--- src/rtl/span_sequencer.sv ---
// Span sequencer: walks one 8-pixel tile row across 2 or 3 line-buffer words,
// issuing a read beat and a merge beat per word and clipping off-line writes.
module span_sequencer #(
  parameter int unsigned LINE_WORDS = 80
) (
  input  logic        clk,
  input  logic        rst_n,
  input  logic        span_valid,
  output logic        span_ready,
  input  logic [8:0]  span_x,
  input  logic [1:0]  span_z,
  input  logic [3:0]  span_palette,
  input  logic [31:0] span_data,
  output logic        span_done,
  output logic [6:0]  lb_addr,
  output logic        lb_rd,
  output logic        lb_we,
  output logic        cmb_first,
  output logic [1:0]  cmb_offset,
  output logic [1:0]  cmb_z,
  output logic [3:0]  cmb_palette,
  output logic [31:0] cmb_tile,
  output logic [11:0] cmb_previous,
  input  logic [11:0] cmb_previous_out
);

  typedef enum logic [1:0] {IDLE = 2'd0, READ = 2'd1, MERGE = 2'd2} state_t;

  state_t      state, state_nx;
  logic [1:0]  beat, beat_nx;
  logic [7:0]  word, word_nx;
  logic [1:0]  off, off_nx;
  logic [1:0]  z, z_nx;
  logic [3:0]  pal, pal_nx;
  logic [31:0] data, data_nx;
  logic [11:0] carry, carry_nx;
  logic        last;

  logic        ready_nx, done_nx, rd_nx, we_nx, first_nx;
  logic [6:0]  addr_nx;
  logic [1:0]  offset_nx, cz_nx;
  logic [3:0]  cpal_nx;
  logic [31:0] tile_nx;
  logic [11:0] prev_nx;

  // Next state, plus the output values that state will present (outputs are registered).
  always_comb begin
    state_nx = state;
    beat_nx  = beat;
    word_nx  = word;
    off_nx   = off;
    z_nx     = z;
    pal_nx   = pal;
    data_nx  = data;
    carry_nx = carry;
    last     = (beat == ((off == 2'd0) ? 2'd1 : 2'd2));

    case (state)
      IDLE: begin
        if (span_valid && span_ready) begin
          off_nx   = span_x[1:0];
          z_nx     = span_z;
          pal_nx   = span_palette;
          data_nx  = span_data;
          word_nx  = {1'b0, span_x[8:2]};
          beat_nx  = 2'd0;
          state_nx = READ;
        end else begin
          state_nx = IDLE;
        end
      end
      READ: state_nx = MERGE;
      MERGE: begin
        if (beat == 2'd0) begin
          carry_nx = cmb_previous_out;
        end else begin
          carry_nx = carry;
        end
        if (!last) begin
          beat_nx  = beat + 2'd1;
          word_nx  = word + 8'd1;
          state_nx = READ;
        end else begin
          state_nx = IDLE;
        end
      end
      default: state_nx = IDLE;
    endcase

    ready_nx  = (state_nx == IDLE);
    addr_nx   = (state_nx == IDLE) ? 7'd0 : word_nx[6:0];
    rd_nx     = (state_nx == READ);
    we_nx     = (state_nx == MERGE) && ({24'd0, word_nx} < LINE_WORDS);
    first_nx  = 1'b0;
    offset_nx = 2'd0;
    cz_nx     = 2'd0;
    cpal_nx   = 4'd0;
    tile_nx   = 32'd0;
    prev_nx   = 12'd0;
    done_nx   = 1'b0;
    if (state_nx == MERGE) begin
      first_nx  = (beat_nx == 2'd0);
      offset_nx = off_nx;
      cz_nx     = z_nx;
      cpal_nx   = pal_nx;
      // The third beat only flushes the nibbles carried out of the second word.
      tile_nx   = (beat_nx == 2'd2) ? 32'd0 : data_nx;
      prev_nx   = (beat_nx == 2'd0) ? 12'd0 : carry_nx;
      done_nx   = (beat_nx == ((off_nx == 2'd0) ? 2'd1 : 2'd2));
    end else begin
      first_nx  = 1'b0;
    end
  end

  // State and output registers; synchronous reset clears everything, including span_ready.
  always_ff @(posedge clk) begin
    if (!rst_n) begin
      state        <= IDLE;
      beat         <= 2'd0;
      word         <= 8'd0;
      off          <= 2'd0;
      z            <= 2'd0;
      pal          <= 4'd0;
      data         <= 32'd0;
      carry        <= 12'd0;
      span_ready   <= 1'b0;
      span_done    <= 1'b0;
      lb_addr      <= 7'd0;
      lb_rd        <= 1'b0;
      lb_we        <= 1'b0;
      cmb_first    <= 1'b0;
      cmb_offset   <= 2'd0;
      cmb_z        <= 2'd0;
      cmb_palette  <= 4'd0;
      cmb_tile     <= 32'd0;
      cmb_previous <= 12'd0;
    end else begin
      state        <= state_nx;
      beat         <= beat_nx;
      word         <= word_nx;
      off          <= off_nx;
      z            <= z_nx;
      pal          <= pal_nx;
      data         <= data_nx;
      carry        <= carry_nx;
      span_ready   <= ready_nx;
      span_done    <= done_nx;
      lb_addr      <= addr_nx;
      lb_rd        <= rd_nx;
      lb_we        <= we_nx;
      cmb_first    <= first_nx;
      cmb_offset   <= offset_nx;
      cmb_z        <= cz_nx;
      cmb_palette  <= cpal_nx;
      cmb_tile     <= tile_nx;
      cmb_previous <= prev_nx;
    end
  end

endmodule

--- config.mk ---
export PLATFORM = sky130hd
export DESIGN_NAME = span_sequencer
export DESIGN_NICKNAME = d
export VERILOG_FILES = /design/src/rtl/span_sequencer.sv
export SDC_FILE = /design/constraint.sdc
export NUM_CORES = 1
export LEC_CHECK = 0
export BUFFER_PORTS_ARGS = -buffer_cell sky130_fd_sc_hd__buf_2
export CORE_ASPECT_RATIO = 1.75
export CORE_UTILIZATION = 35
export CTS_BUF_LIST = sky130_fd_sc_hd__clkbuf_4 sky130_fd_sc_hd__clkbuf_8
export CTS_CLUSTER_SIZE = 12
export DETAILED_ROUTE_END_ITERATION = 8
export SYNTH_ARGS = -nofsm -noshare
export SYNTH_HDL_FRONTEND = slang
export SYNTH_SLANG_ARGS = --single-unit
--- constraint.sdc ---
create_clock -name clk -period 2.6 [get_ports clk]
set_input_delay 0.65 -clock clk [delete_from_list [all_inputs] [get_ports clk]]
set_output_delay 0.65 -clock clk [all_outputs]
set_load 0.1 [all_outputs]
==> qor.csv <==
metric,value,unit
Syn Inst Count,412,
PortBufs,125,
largest net degree at the start of global routing,69,
clock slew at reported path FFs,0.08,ns
crit path kind,register to register,
Setup TNS Final,0,ns
Post-synth EDFFs,0,
DIE WIDTH,87.4,um
Iter 0 DRT Violations,71,
CTS Buf Count,17,
Root Driver,clkbuf_8,
CP endpoint kind,register,
max_cap viols,0,
Async SR Flop Fraction,0,%
CTS tree,built,
WP data arrival,2.42,ns
# resized after CTS,0,
RSZ-0062 raised after global routing,no,
Starting Density,36.0,%
dpl hpwl,6860,um
DR vias/cell,4.49,
clock buffer depth,2,
library cells used by synthesis,48,
Total Routing Usage GR,15.3,%
Slew HR,35.5,%
GRT Residual Overflow,0,
Cells after DPL,690,
final instance area,0.00568,mm^2
first-pass GRT wire length,15200,um
Worst Max-Slew Pin Slew,0.959,ns
WHS,0.476,ns
Syn Nets,476,
"commonest non-fill, non-tap cell in the layout",dfxtp_1,
status,completed,
vias after detailed routing,3245,
drt drc,0,
H-tree level count,4,
WL final,9530,um
Mapped Avg Cell Area,10.8,um^2
area of the mapped netlist,0.00447,mm^2
Period minus WS final,2.12,ns
pwr dens,752,mW/mm^2
drt wl/cell,13.2,um
worst vdd ir,0.389,mV
Fin Clk Skew,0.0127,ns
Slew Limit Fails,0,
boundary pin count,126,
Placed Area,0.00525,mm^2
DRT Pass-1 Iters,4,
Yosys warnings,0,
GP Congestion,0.819,
Tightest Hold Check Type,register to register,
ANT nets after route,0,
# hold bufs at CTS,0,
cell row count,54,
sequential-to-total area share from yosys stat,57.3,%
area of the core,0.0124,mm^2
worst-path fanout max,12,
Chip Height,151,um
Post-CTS Setup Inserts,0,
share of layout cells above drive strength 1,34.8,%
final std cells w/o fill,722,
Layout Nets,605,
fill count,1272,
FMAX,0.472,GHz
final-report hold violation count,0,
diode count,0,
Layout area overhead,27.0,%
number of global-route vias before repair,3277,
Lkg Pwr,2.46,nW
CP required,2.90,ns
most frequent cells in the layout,"128 x dfxtp_1, 125 x buf_2, 54 x nor2b_1",
die area,0.0132,mm^2
Worst-Skew Late Latency,0.42,ns
synthesis-stage register bit count,128,
period utilization,81.5,%
"Primary FF master, synth",dfxtp_1,
# setup viols final,0,
Critical Path Start Type,register,
clk sinks,128,
antenna violations before repair,0,
## Yosys cell counts (5+ instances only)
master    number  share of area (%)
inv_1          5               0.42
o21ai_0        5               0.56
clkbuf_1      10               0.84
a21boi_0       9                1.5
nor2b_1       54                7.6
a21oi_1        5               0.56
nor2_2        20                2.8
and2_1        10                1.4
dfxtp_1      128                 57
buf_6          5                1.3
nand2_1       27                2.3
mux2i_1       46                 10
buf_2          6               0.67
nor2_1        35                2.9
## registers in the layout (all words and copies together) (netlist names), 4 cells and up
name,count
carry,12
cmb_previous,12
word,8
cmb_tile,32
data,32
lb_addr,7
cmb_palette,4
pal,4
## logic make-up (layout without fill, tap and decap cells)
| kind of cell | count (synthesis) | after routing | share of synthesized area (%) |
|---|---|---|---|
| muxes | 47 | 47 | 10.6 |
| DFF | 128 | 128 | 57.3 |
| adders and majority gates | 3 | 3 | 0.784 |
| AOI/OAI and AO/OA | 41 | 41 | 7.39 |
| buffers and inverters | 26 | 168 | 3.19 |
| and+or+nand+nor | 167 | 167 | 20.7 |
## area by class of cell
type,instances,area [um^2],area share (%)
inverter,5,18.8,0.331
sequential,128,2560,45.1
clock buffer,17,234,4.12
clock inverter,15,195,3.44
timing repair buffer,131,683,12.0
tap,168,210,3.70
multi-input combinational,258,1770,31.2
## through the flow
step                      utilization (%)  setup WS (ns)  power, W
after detailed placement             42.2          0.475   0.00251
after global placement               42.2          0.460   0.00250
after global routing                 45.7          0.326   0.00448
after floorplan                         -          0.251   0.00239
after CTS                            45.7          0.472   0.00433
final                                45.7          0.481   0.00427
## routing by layer
layer	vias to the layer above	part of all wire [%]	global-route usage, %
met5	-	0	0
met4	0	1.8	6.80
met3	12	4.3	5.04
met2	81	55	28.2
met1	1527	39	15.4
li1	1625	-	-
## worst max-delay path: stages, from the launching register on
cell and delay (ns):
dfxtp_1 0.43, or2b_4 0.34, a211o_2 0.36, mux2_4 0.35, o21ai_4 0.42, nor2_1 0.09
## power by group
part	total, W	switching (W)	leakage [nW]	internal, W
registers	0.00205	0.0000283	1.04	0.00202
clock network	0.00181	0.000831	0.204	0.000977
logic	0.000410	0.000266	1.22	0.000144
total	0.00427	0.00113	2.46	0.00314
## path summary, 6_finish.rpt
check                 startpoint                           to  slack (ns)  cells after the start
min            pal[1]$_SDFF_PN0_            pal[1]$_SDFF_PN0_        0.48                      2
max          state[1]$_SDFF_PN0_  cmb_previous[11]$_SDFF_PP0_        0.48                      5
min reg2reg    pal[1]$_SDFF_PN0_            pal[1]$_SDFF_PN0_        0.48                      2
max reg2reg  state[1]$_SDFF_PN0_  cmb_previous[11]$_SDFF_PP0_        0.48                      5
Note: power is estimated with default switching activity, not from simulation.
